==> config.mk <==
export PLATFORM = sky130hd
export DESIGN_NAME = merge_readout_n
export DESIGN_NICKNAME = d
export VERILOG_FILES = /design/src/rtl/merge_readout_n.sv
export SDC_FILE = /design/constraint.sdc
export NUM_CORES = 1
export LEC_CHECK = 0
export CAP_MARGIN = 20
export CORE_ASPECT_RATIO = 0.6
export CORE_UTILIZATION = 45
export CTS_CLUSTER_SIZE = 8
export DETAILED_ROUTE_END_ITERATION = 8
export PLACE_DENSITY = 0.69
export SYNTH_ARGS = -nofsm -noshare
export SYNTH_HDL_FRONTEND = slang
export SYNTH_SLANG_ARGS = --single-unit
==> constraint.sdc <==
create_clock -name clk -period 23.2 [get_ports clk]
set_input_delay 4.64 -clock clk [delete_from_list [all_inputs] [get_ports clk]]
set_output_delay 4.64 -clock clk [all_outputs]
set_load 0.01 [all_outputs]
==> src/rtl/merge_readout_n.sv <==
// merge_readout_n: merges NCH ascending-sorted memories into one ascending stream with start/done framing.
// Optional sticky output-order checker, present only when MERGE_READOUT_ORDER_CHECK_EN is defined.
module merge_readout_n #(
    parameter int NCH        = 8,
    parameter int DATA_WIDTH = 12,
    parameter int ACTIVE_MSB = 11,
    parameter int ACTIVE_LSB = 6,
    parameter int ADDR_WIDTH = 6
) (
    input  logic                         clk,
    input  logic                         rst,
    input  logic                         start,
    input  logic [NCH*ADDR_WIDTH-1:0]    number_in,
    output logic [NCH*ADDR_WIDTH-1:0]    addr_out,
    output logic [NCH-1:0]               rd_en,
    input  logic [NCH*DATA_WIDTH-1:0]    data_in,
    input  logic                         out_ready,
    output logic [DATA_WIDTH-1:0]        data_out,
    output logic                         valid_out,
    output logic                         busy,
    output logic                         done,
    output logic [1:0]                   state_dbg
`ifdef MERGE_READOUT_ORDER_CHECK_EN
    ,
    output logic                         order_err
`endif
);

    localparam int KW = ACTIVE_MSB - ACTIVE_LSB + 1;
    localparam int IW = (NCH > 1) ? $clog2(NCH) : 1;

    typedef enum logic [1:0] {
        S_IDLE = 2'd0,
        S_RUN  = 2'd1,
        S_DONE = 2'd2
    } state_t;

    state_t state_q, state_d;

    logic [ADDR_WIDTH-1:0] count_q  [NCH];
    logic [ADDR_WIDTH-1:0] addr_q   [NCH];
    logic [1:0]            occ_q    [NCH];
    logic [DATA_WIDTH-1:0] fifo_mem [NCH][2];
    logic [NCH-1:0]        inflight_q;
    logic [NCH-1:0]        rd_ptr_q;
    logic [NCH-1:0]        wr_ptr_q;

    logic [DATA_WIDTH-1:0] head_data [NCH];
    logic [2:0]            level     [NCH];
    logic [NCH-1:0]        head_avail;
    logic [NCH-1:0]        more_to_read;
    logic [NCH-1:0]        pop;
    logic [NCH-1:0]        fifo_pop;
    logic [NCH-1:0]        fifo_wr;
    logic [KW-1:0]         best_key;
    logic [IW-1:0]         best_idx;
    logic                  found;
    logic                  all_heads_ok;
    logic                  out_load;
    logic                  drained;

    // A channel's head is its oldest FIFO entry, or the read data arriving this cycle
    // when the FIFO is empty; the bypass is what gives valid_out three cycles after start.
    always_comb begin
        for (int i = 0; i < NCH; i++) begin
            more_to_read[i] = addr_q[i] < count_q[i];
            head_avail[i]   = (occ_q[i] != 2'd0) || inflight_q[i];
            head_data[i]    = (occ_q[i] != 2'd0) ? fifo_mem[i][rd_ptr_q[i]]
                                                 : data_in[i*DATA_WIDTH +: DATA_WIDTH];
        end
    end

    // Smallest key wins, strict compare keeps the lowest index on ties. Selection is held off
    // while any channel still owes entries but has no head yet, since its next entry could be smaller.
    always_comb begin
        found        = 1'b0;
        best_key     = '0;
        best_idx     = '0;
        all_heads_ok = 1'b1;
        for (int i = 0; i < NCH; i++) begin
            if (!head_avail[i] && more_to_read[i]) begin
                all_heads_ok = 1'b0;
            end
            if (head_avail[i] && (!found || (head_data[i][ACTIVE_MSB:ACTIVE_LSB] < best_key))) begin
                found    = 1'b1;
                best_key = head_data[i][ACTIVE_MSB:ACTIVE_LSB];
                best_idx = IW'(i);
            end
        end
    end

    // valid_out/data_out are a valid/ready source: a beat transfers on a clk edge where
    // valid_out && out_ready; while valid_out && !out_ready, data_out and valid_out hold.
    assign out_load = (state_q == S_RUN) && !start && found && all_heads_ok
                      && (!valid_out || out_ready);

    always_comb begin
        addr_out = '0;
        rd_en    = '0;
        pop      = '0;
        fifo_pop = '0;
        fifo_wr  = '0;
        for (int i = 0; i < NCH; i++) begin
            pop[i]      = out_load && (best_idx == IW'(i));
            fifo_pop[i] = pop[i] && (occ_q[i] != 2'd0);
            fifo_wr[i]  = inflight_q[i] && !(pop[i] && (occ_q[i] == 2'd0));
            level[i]    = {1'b0, occ_q[i]} + {2'b00, inflight_q[i]} - {2'b00, pop[i]};
            rd_en[i]    = (state_q == S_RUN) && more_to_read[i] && (level[i] < 3'd2);
            addr_out[i*ADDR_WIDTH +: ADDR_WIDTH] = addr_q[i];
        end
    end

    assign drained = !(|more_to_read) && !(|inflight_q) && !(|head_avail)
                     && (!valid_out || out_ready);

    always_ff @(posedge clk) begin
        if (rst) begin
            state_q <= S_IDLE;
        end else begin
            state_q <= state_d;
        end
    end

    always_comb begin
        state_d = state_q;
        case (state_q)
            S_IDLE:  state_d = S_IDLE;
            S_RUN:   if (drained) state_d = S_DONE;
            S_DONE:  state_d = S_IDLE;
            default: state_d = S_IDLE;
        endcase
        if (start) begin
            state_d = S_RUN;
        end
    end

    assign busy      = (state_q == S_RUN);
    assign done      = (state_q == S_DONE);
    assign state_dbg = state_q;

    always_ff @(posedge clk) begin
        if (rst) begin
            for (int i = 0; i < NCH; i++) begin
                count_q[i]     <= '0;
                addr_q[i]      <= '0;
                occ_q[i]       <= '0;
                fifo_mem[i][0] <= '0;
                fifo_mem[i][1] <= '0;
            end
            inflight_q <= '0;
            rd_ptr_q   <= '0;
            wr_ptr_q   <= '0;
            data_out   <= '0;
            valid_out  <= 1'b0;
        end else if (start) begin
            // Clearing inflight_q discards read data still returning from an aborted event.
            for (int i = 0; i < NCH; i++) begin
                count_q[i] <= number_in[i*ADDR_WIDTH +: ADDR_WIDTH];
                addr_q[i]  <= '0;
                occ_q[i]   <= '0;
            end
            inflight_q <= '0;
            rd_ptr_q   <= '0;
            wr_ptr_q   <= '0;
            data_out   <= '0;
            valid_out  <= 1'b0;
        end else begin
            inflight_q <= rd_en;
            for (int i = 0; i < NCH; i++) begin
                if (rd_en[i]) begin
                    addr_q[i] <= addr_q[i] + ADDR_WIDTH'(1);
                end
                if (fifo_wr[i]) begin
                    fifo_mem[i][wr_ptr_q[i]] <= data_in[i*DATA_WIDTH +: DATA_WIDTH];
                    wr_ptr_q[i]              <= ~wr_ptr_q[i];
                end
                if (fifo_pop[i]) begin
                    rd_ptr_q[i] <= ~rd_ptr_q[i];
                end
                occ_q[i] <= occ_q[i] + {1'b0, fifo_wr[i]} - {1'b0, fifo_pop[i]};
            end
            if (!valid_out || out_ready) begin
                valid_out <= out_load;
                if (out_load) begin
                    data_out <= head_data[best_idx];
                end
            end
        end
    end

`ifdef MERGE_READOUT_ORDER_CHECK_EN
    logic [KW-1:0] prev_key_q;
    logic          have_prev_q;

    always_ff @(posedge clk) begin
        if (rst || start) begin
            order_err   <= 1'b0;
            prev_key_q  <= '0;
            have_prev_q <= 1'b0;
        end else if (valid_out && out_ready) begin
            if (have_prev_q && (data_out[ACTIVE_MSB:ACTIVE_LSB] < prev_key_q)) begin
                order_err <= 1'b1;
            end
            prev_key_q  <= data_out[ACTIVE_MSB:ACTIVE_LSB];
            have_prev_q <= 1'b1;
        end
    end
`endif

endmodule
==> Word level (Yosys, flattened, before mapping) <==
Memory sizes are Yosys's and may differ from the RTL's.
Index checks and enable logic that the tools add are counted.
Widths: inputs -> output; s select.
{ "op_classes": {"bitwise_logic": 266, "n_eq_ne": 10, "add_sub_neg": 40, "mux": 388, "n_lt_le_gt_ge": 48, "shift": 0, "reduce_logical": 145, "multipliers": 0, "n_div": 0} }
{ "ops": {"columns": ["operator", "n"], "rows": [
  ["$mux 12", 42],
  ["$mux 1", 276],
  ["$or 1x1->1", 232],
  ["$mux 24", 8],
  ["$mux 6", 31],
  ["$demux 12 s1", 8],
  ["$lt 6x6->1", 15],
  ["$logic_and 1x1->1", 78],
  ["$add 6x1->6 const B", 8],
  ["$bmux 12 s3", 1],
  ["$ge 2x2->1 const B", 16],
  ["$mux 2", 16],
  ["$not 1->2", 16],
  ["$logic_not 1->1", 28],
  ["$add 2x1->3", 8],
  ["$lt 3x2->1 const B", 8],
  ["$reduce_or 8->1", 3],
  ["$sub 3x1->3", 8],
  ["$mux 3", 6],
  ["$not 1->1", 17],
  ["$add 2x1->2", 8],
  ["$logic_not 2->1", 8],
  ["$logic_or 1x1->1", 16],
  ["$lt 2x1->1 const B", 8],
  ["14 further kinds", 32]
]} }
{ "word_totals": {"latch_bits": 0, "reg_bits": 39, "romBits": 0, "n_memories": 4, "out_inout_bits": 73, "word_cells": 922, "ram_bits": 304} }
{ "mem_list": {"columns": ["name", "words", "word_bits", "rd", "rd_ports_with_merged_regs", "wr", "line_no", "text"], "rows": [
  ["fifo_mem", 8, 24, 8, 0, 8, "43", "logic [DATA_WIDTH-1:0] fifo_mem [NCH][2];"],
  ["addr_q", 8, 6, 8, 0, 8, "41", "logic [ADDR_WIDTH-1:0] addr_q [NCH];"],
  ["count_q", 8, 6, 8, 0, 8, "40", "logic [ADDR_WIDTH-1:0] count_q [NCH];"],
  ["occ_q", 8, 2, 8, 0, 8, "42", "logic [1:0] occ_q [NCH];"]
]} }

==> Longest topological paths before layout <==
{ "logic_depth": {"word_depth": 46, "mapped_depth": 79, "mapped_depth_nobuf": 69} }

==> Worst setup path before layout <==
OpenSTA, ideal clock, no wires.
{ "synth_timing": {"path_type": "input to output", "start": "input data_in[11]", "end": "output rd_en[0]", "path_buffers": 8, "required_ns": 18.560, "cell_stages": 68, "slack_ns": 0.257, "arrival_ns": 18.303, "path_cell_list": "and2_1 -> o21a_1 -> inv_1 -> ha_1 -> a21oi_1 -> nand3_1 -> a211oi_1 -> o32a_1 -> clkbuf_1 -> mux2i_1 -> ha_1 -> and4_1 -> a21o_1 -> nor2_1 -> a21boi_1 -> clkbuf_1 -> o21ai_0 -> ha_1 -> (+32 left out) -> clkbuf_1 -> a21o_1 -> ha_1 -> a21o_1 -> a21o_1 -> a2111o_1 -> o21a_1 -> o31a_1 -> nand3_1 -> clkbuf_1 -> buf_1 -> nor3_1 -> ha_1 -> nand2b_1 -> fa_1 -> xnor2_1 -> and4_1 -> clkbuf_1"} }
{ "synth_via": {"elab_chain_len": 37, "elab_cells_between_ends": 57} }
{ "synth_lines": {"columns": ["element", "line_no", "text"], "rows": [
  ["from (decl)", "16", "input logic [NCH*DATA_WIDTH-1:0] data_in,"],
  ["$mux 12 *", "68", "head_data[i] = (occ_q[i] != 2'd0) ? fifo_mem[i][rd_ptr_q[i]]"],
  ["$mux 6 *", "84", "if (head_avail[i] && (!found || (head_data[i][ACTIVE_MSB:ACTIVE_LSB] < best_key))) begin"],
  ["$lt 6x6->1", "84", null],
  ["$logic_or 1x1->1", "84", null],
  ["$logic_and 1x1->1", "84", null],
  ["$mux 6 / $mux 1 (equally long branches)", "84", null],
  ["$lt 6x6->1 / $logic_not 1->1 (equally long branches)", "84", null],
  ["$logic_or 1x1->1", "84", null],
  ["(+20 left out)", null, null],
  ["$logic_and 1x1->1", "84", null],
  ["$mux 1", "84", null],
  ["$logic_and 1x1->1 (2 in series)", "94", "assign out_load = (state_q == S_RUN) && !start && found && all_heads_ok"],
  ["$logic_and 1x1->1", "95", "&& (!valid_out || out_ready);"],
  ["$logic_and 1x1->1 *", "104", "pop[i] = out_load && (best_idx == IW'(i));"],
  ["$sub 3x1->3 *", "107", "level[i] = {1'b0, occ_q[i]} + {2'b00, inflight_q[i]} - {2'b00, pop[i]};"],
  ["$lt 3x2->1 *", "108", "rd_en[i] = (state_q == S_RUN) && more_to_read[i] && (level[i] < 3'd2);"],
  ["$logic_and 1x1->1 *", "108", null],
  ["to (decl)", "15", "output logic [NCH-1:0] rd_en,"]
]} }
Mark *: on every way between the ends. The rest lies on a longest branch, timed or not.

==> Final worst setup path <==
{ "layout_timing": {"start": "input data_in[22]", "end": "output rd_en[7]"} }
{ "layout_via": {"elab_chain_len": 36, "elab_cells_between_ends": 56} }
{ "layout_lines": {"columns": ["element", "line_no"], "rows": [
  ["$mux 12 *", "68"],
  ["$lt 6x6->1", "84"],
  ["$logic_or 1x1->1", "84"],
  ["$logic_and 1x1->1", "84"],
  ["$mux 6 / $mux 1 (equally long branches)", "84"],
  ["$lt 6x6->1 / $logic_not 1->1 (equally long branches)", "84"],
  ["$logic_or 1x1->1", "84"],
  ["$logic_and 1x1->1", "84"],
  ["(+19 left out)", null],
  ["$logic_and 1x1->1", "84"],
  ["$mux 1", "84"],
  ["$logic_and 1x1->1 (2 in series)", "94"],
  ["$logic_and 1x1->1", "95"],
  ["$logic_and 1x1->1 *", "104"],
  ["$sub 3x1->3 *", "107"],
  ["$lt 3x2->1 *", "108"],
  ["$logic_and 1x1->1 *", "108"]
]} }
Marked as above.

==> flow_metrics.py <==
metrics = {
    "cts": {
        "insertion_delay_ns": 0.56,
        "cts_tree": "yes",
        "path_clk_slew_ns": 0.05,
        "clock_path_buffers": 3,
        "cts.sink_count": 343,
        "cts_hold_buffers": 0,
        "cts_made_buffers": 49,
        "cts_root_buffer": "clkbuf_16",
        "h-tree-depth": 2,
    },
    "global_routing": {
        "grt_pass1_wl_mm": 91.1,
        "grt_max_degree": 76,
        "track_usage": 0.270,
        "grt-ovfl-total": 0,
        "grt_pass1_vias": 15400,
        "antenna_found_initial": 3,
    },
    "die": {
        "rows": 58,
        "num_io_pins": 221,
        "die_width_um": 271,
        "die_h_um": 163,
        "core_area_um2": 42300,
        "dieArea_um2": 44200,
        "start_util": 0.461,
    },
    "yosys": {
        "yosysTopAreaCell": "edfxtp_1",
        "synth-edff-count": 212,
        "synth_top_area_frac": 0.326,
        "synth.top_cells.by_count": "nor2_1, edfxtp_1, mux2i_1",
        "syn_inst": 1929,
        "synth_area_um2": 19500,
        "synth_most_common_cell": "nor2_1",
        "synth-main-ff-cell": "edfxtp_1",
        "synth.yosys.warnings": 0,
        "ys_types": 84,
        "synthArstFlopShare": 0,
        "ys_seq_area_frac": 0.461,
        "ys_seq_elements": 343,
        "avgSynthCellArea_um2": 10.1,
        "netlist_top_cells_area": "edfxtp_1, dfxtp_1, mux2i_1",
    },
    "outcome": {
        "status": "finished, final reports clean",
    },
    "sta": {
        "worstMarginPinSlew_ns": 1.14,
        "fin_crit_ns": 22.97,
        "fin_tns_setup_ns": 0,
        "rsz0062_at_grt": "true",
        "fin_crit_sh": 0.990,
        "hold_viol": 0,
        "slew_viol_final": 0,
        "fmax_mhz": 43.5,
        "setup_viol": 0,
        "finClkSkew_ns": 0.0312,
        "max_slew_margin": 0.229,
        "fin_hold_ws_ns": 0.490,
    },
    "pwr": {
        "p_per_area_nw_per_um2": 78.9,
        "p_leak_uw": 0.0104,
        "max-vdd-ir-drop_mv": 0.0654,
        "finalPower_uw": 1960,
    },
    "layout": {
        "final_util": 0.588,
        "drive_above_1_share": 0.132,
        "final_nets": 2516,
        "area.growth.synth_to_final_pct": 27.5,
        "nFillCells": 3597,
    },
    "detailed_routing": {
        "drc": 0,
        "drt-pass1-iter-count": 7,
        "wl_mm": 60.9,
        "vias": 16000,
        "antenna_left": 0,
        "viasPerCell": 5.59,
        "wl_per_cell_um": 21.3,
        "first_iter_violations": 1328,
    },
    "worst_hold_path": {
        "hold_class": "reg2reg",
    },
    "worst_setup_path": {
        "rrSetupSlack_ns": 8.39,
        "cp.buffers_inverters": 9,
        "start_kind": "primary input",
        "worst_path_most_repeated_cell": "a21o_1",
        "cp.arrival_ns": 18.33,
        "cpLargestDelayFamily": "compound AO/OA/AOI/OAI gates",
        "path_class": "in2out",
        "critical_path.slowest_cell": "clkdlybuf4s50_1",
        "critical_path_peak_fanout": 9,
        "endpoint_kind": "output port",
        "worstPathRequired_ns": 18.56,
        "max_stage_delay_ns": 0.54,
    },
    "place": {
        "numPortBuffers": 220,
        "gp_congestion": 0.965,
        "dpl.hpwl_mm": 44.9,
    },
    "run": {
        "maxCapViolations": 0,
    },
}
==> state kept, by name (all words and copies together) (netlist names) <==
register / cells
fifo_mem: 192
addr_q: 48
count_q: 48
occ_q: 16
data_out: 12
inflight_q: 8
rd_ptr_q: 8
wr_ptr_q: 8
state_dbg: 2
valid_out: 1
==> worst paths after layout <==
check	endpoint	from	cells after the start
worst max register to register	addr_q[0][27]	occ_q[0][3]	68
worst max-delay path	rd_en[7]	data_in[22]	66
worst min register to register	fifo_mem[1][95]	fifo_mem[1][95]	2
worst min-delay path	fifo_mem[1][95]	fifo_mem[1][95]	2
==> area by class of cell <==
cell class | instances | area, um2 | area share
clock buffers | 83 | 1360 | 0.0548
multi-input cells | 1401 | 10100 | 0.407
inverters | 92 | 347 | 0.0139
repair buffers | 366 | 3300 | 0.133
clock inverters | 3 | 23.8 | 0.000956
diodes | 3 | 7.51 | 0.000302
flip-flops and latches | 343 | 8990 | 0.361
well taps | 570 | 713 | 0.0287
==> worst reg2reg max path: cells and delay by family, from the launching register on <==
family	cells	cell delay, ns
compound gates	32	6.49
simple gates	18	3.10
fa+ha+maj	9	2.55
buf+inv	6	1.01
mux	2	0.59
flops	1	0.59
xor+xnor	1	0.15
==> where the power goes <==
part	switching (uW)	total, uW	leakage [uW]	internal, uW
registers	14.0	685	0.00330	671
clock network	264	659	0.000664	395
logic	352	618	0.00639	266
==> stage by stage <==
| stage | worst slack (ns) | std cells | area, um2 |
|---|---|---|---|
| finish | 0.232 | 2861 | 24900 |
| CTS | 0.00875 | 2837 | 24500 |
| global route | -0.219 | 2859 | 24900 |
| global placement | -0.452 | 2736 | 22900 |
| floorplan | 0.257 | 1942 | 19600 |
| detailed placement | -0.844 | 2736 | 22900 |
==> routing by layer <==
layer	global-route usage	vias to the layer above	wire length (um)
met5	0.00548	-	0
met4	0.0570	0	912
met3	0.0961	64	6490
met2	0.392	593	25400
met1	0.383	7733	28000
li1	-	7597	-
==> logic make-up (layout without fill, tap and decap cells) <==
kind of cell               after synthesis  after routing  synth area share
other                                    1             17          0.000192
and+or+nand+nor                        658            658             0.165
muxes                                  194            194            0.0999
buffers and inverters                  199            544            0.0409
DFF                                    343            343             0.461
adders and majority gates              115            115            0.0768
AOI/OAI and AO/OA                      347            348             0.124
xor gates and xnor gates                72             72            0.0323
==> cells in the final DEF, fill, tap and decap left out, types with 9 or more instances in the layout <==
cell type | Yosys | routed
a211o_1 | 22 | 22
a211oi_1 | 11 | 9
a21o_1 | 36 | 34
a21oi_1 | 57 | 49
and2_1 | 42 | 41
and3_1 | 95 | 95
buf_4 | 3 | 143
clkbuf_1 | 82 | 33
clkbuf_16 | 0 | 49
clkdlybuf4s50_1 | 0 | 212
conb_1 | 1 | 14
dfxtp_1 | 131 | 131
edfxtp_1 | 212 | 212
ha_1 | 107 | 105
inv_1 | 91 | 89
mux2i_1 | 192 | 185
nand2_1 | 139 | 138
nand2b_1 | 35 | 34
nand3_1 | 27 | 24
nor2_1 | 225 | 218
nor2b_1 | 15 | 15
nor3_1 | 22 | 18
o211ai_1 | 23 | 23
o21a_1 | 31 | 30
o21ai_0 | 76 | 65
o221ai_1 | 9 | 9
o22ai_1 | 15 | 12
or2_2 | 10 | 10
xnor2_1 | 46 | 45
xor2_1 | 26 | 26
==> repair_timing <==
item | 4_1_cts | 5_1_grt
cloned | 1 | 0
setup buffers | 14 | 19
resized for setup | 32 | 70
pin swaps | 8 | 28
setup endpoints to repair | 8 | 8
Note: power is estimated with default switching activity, not from simulation.
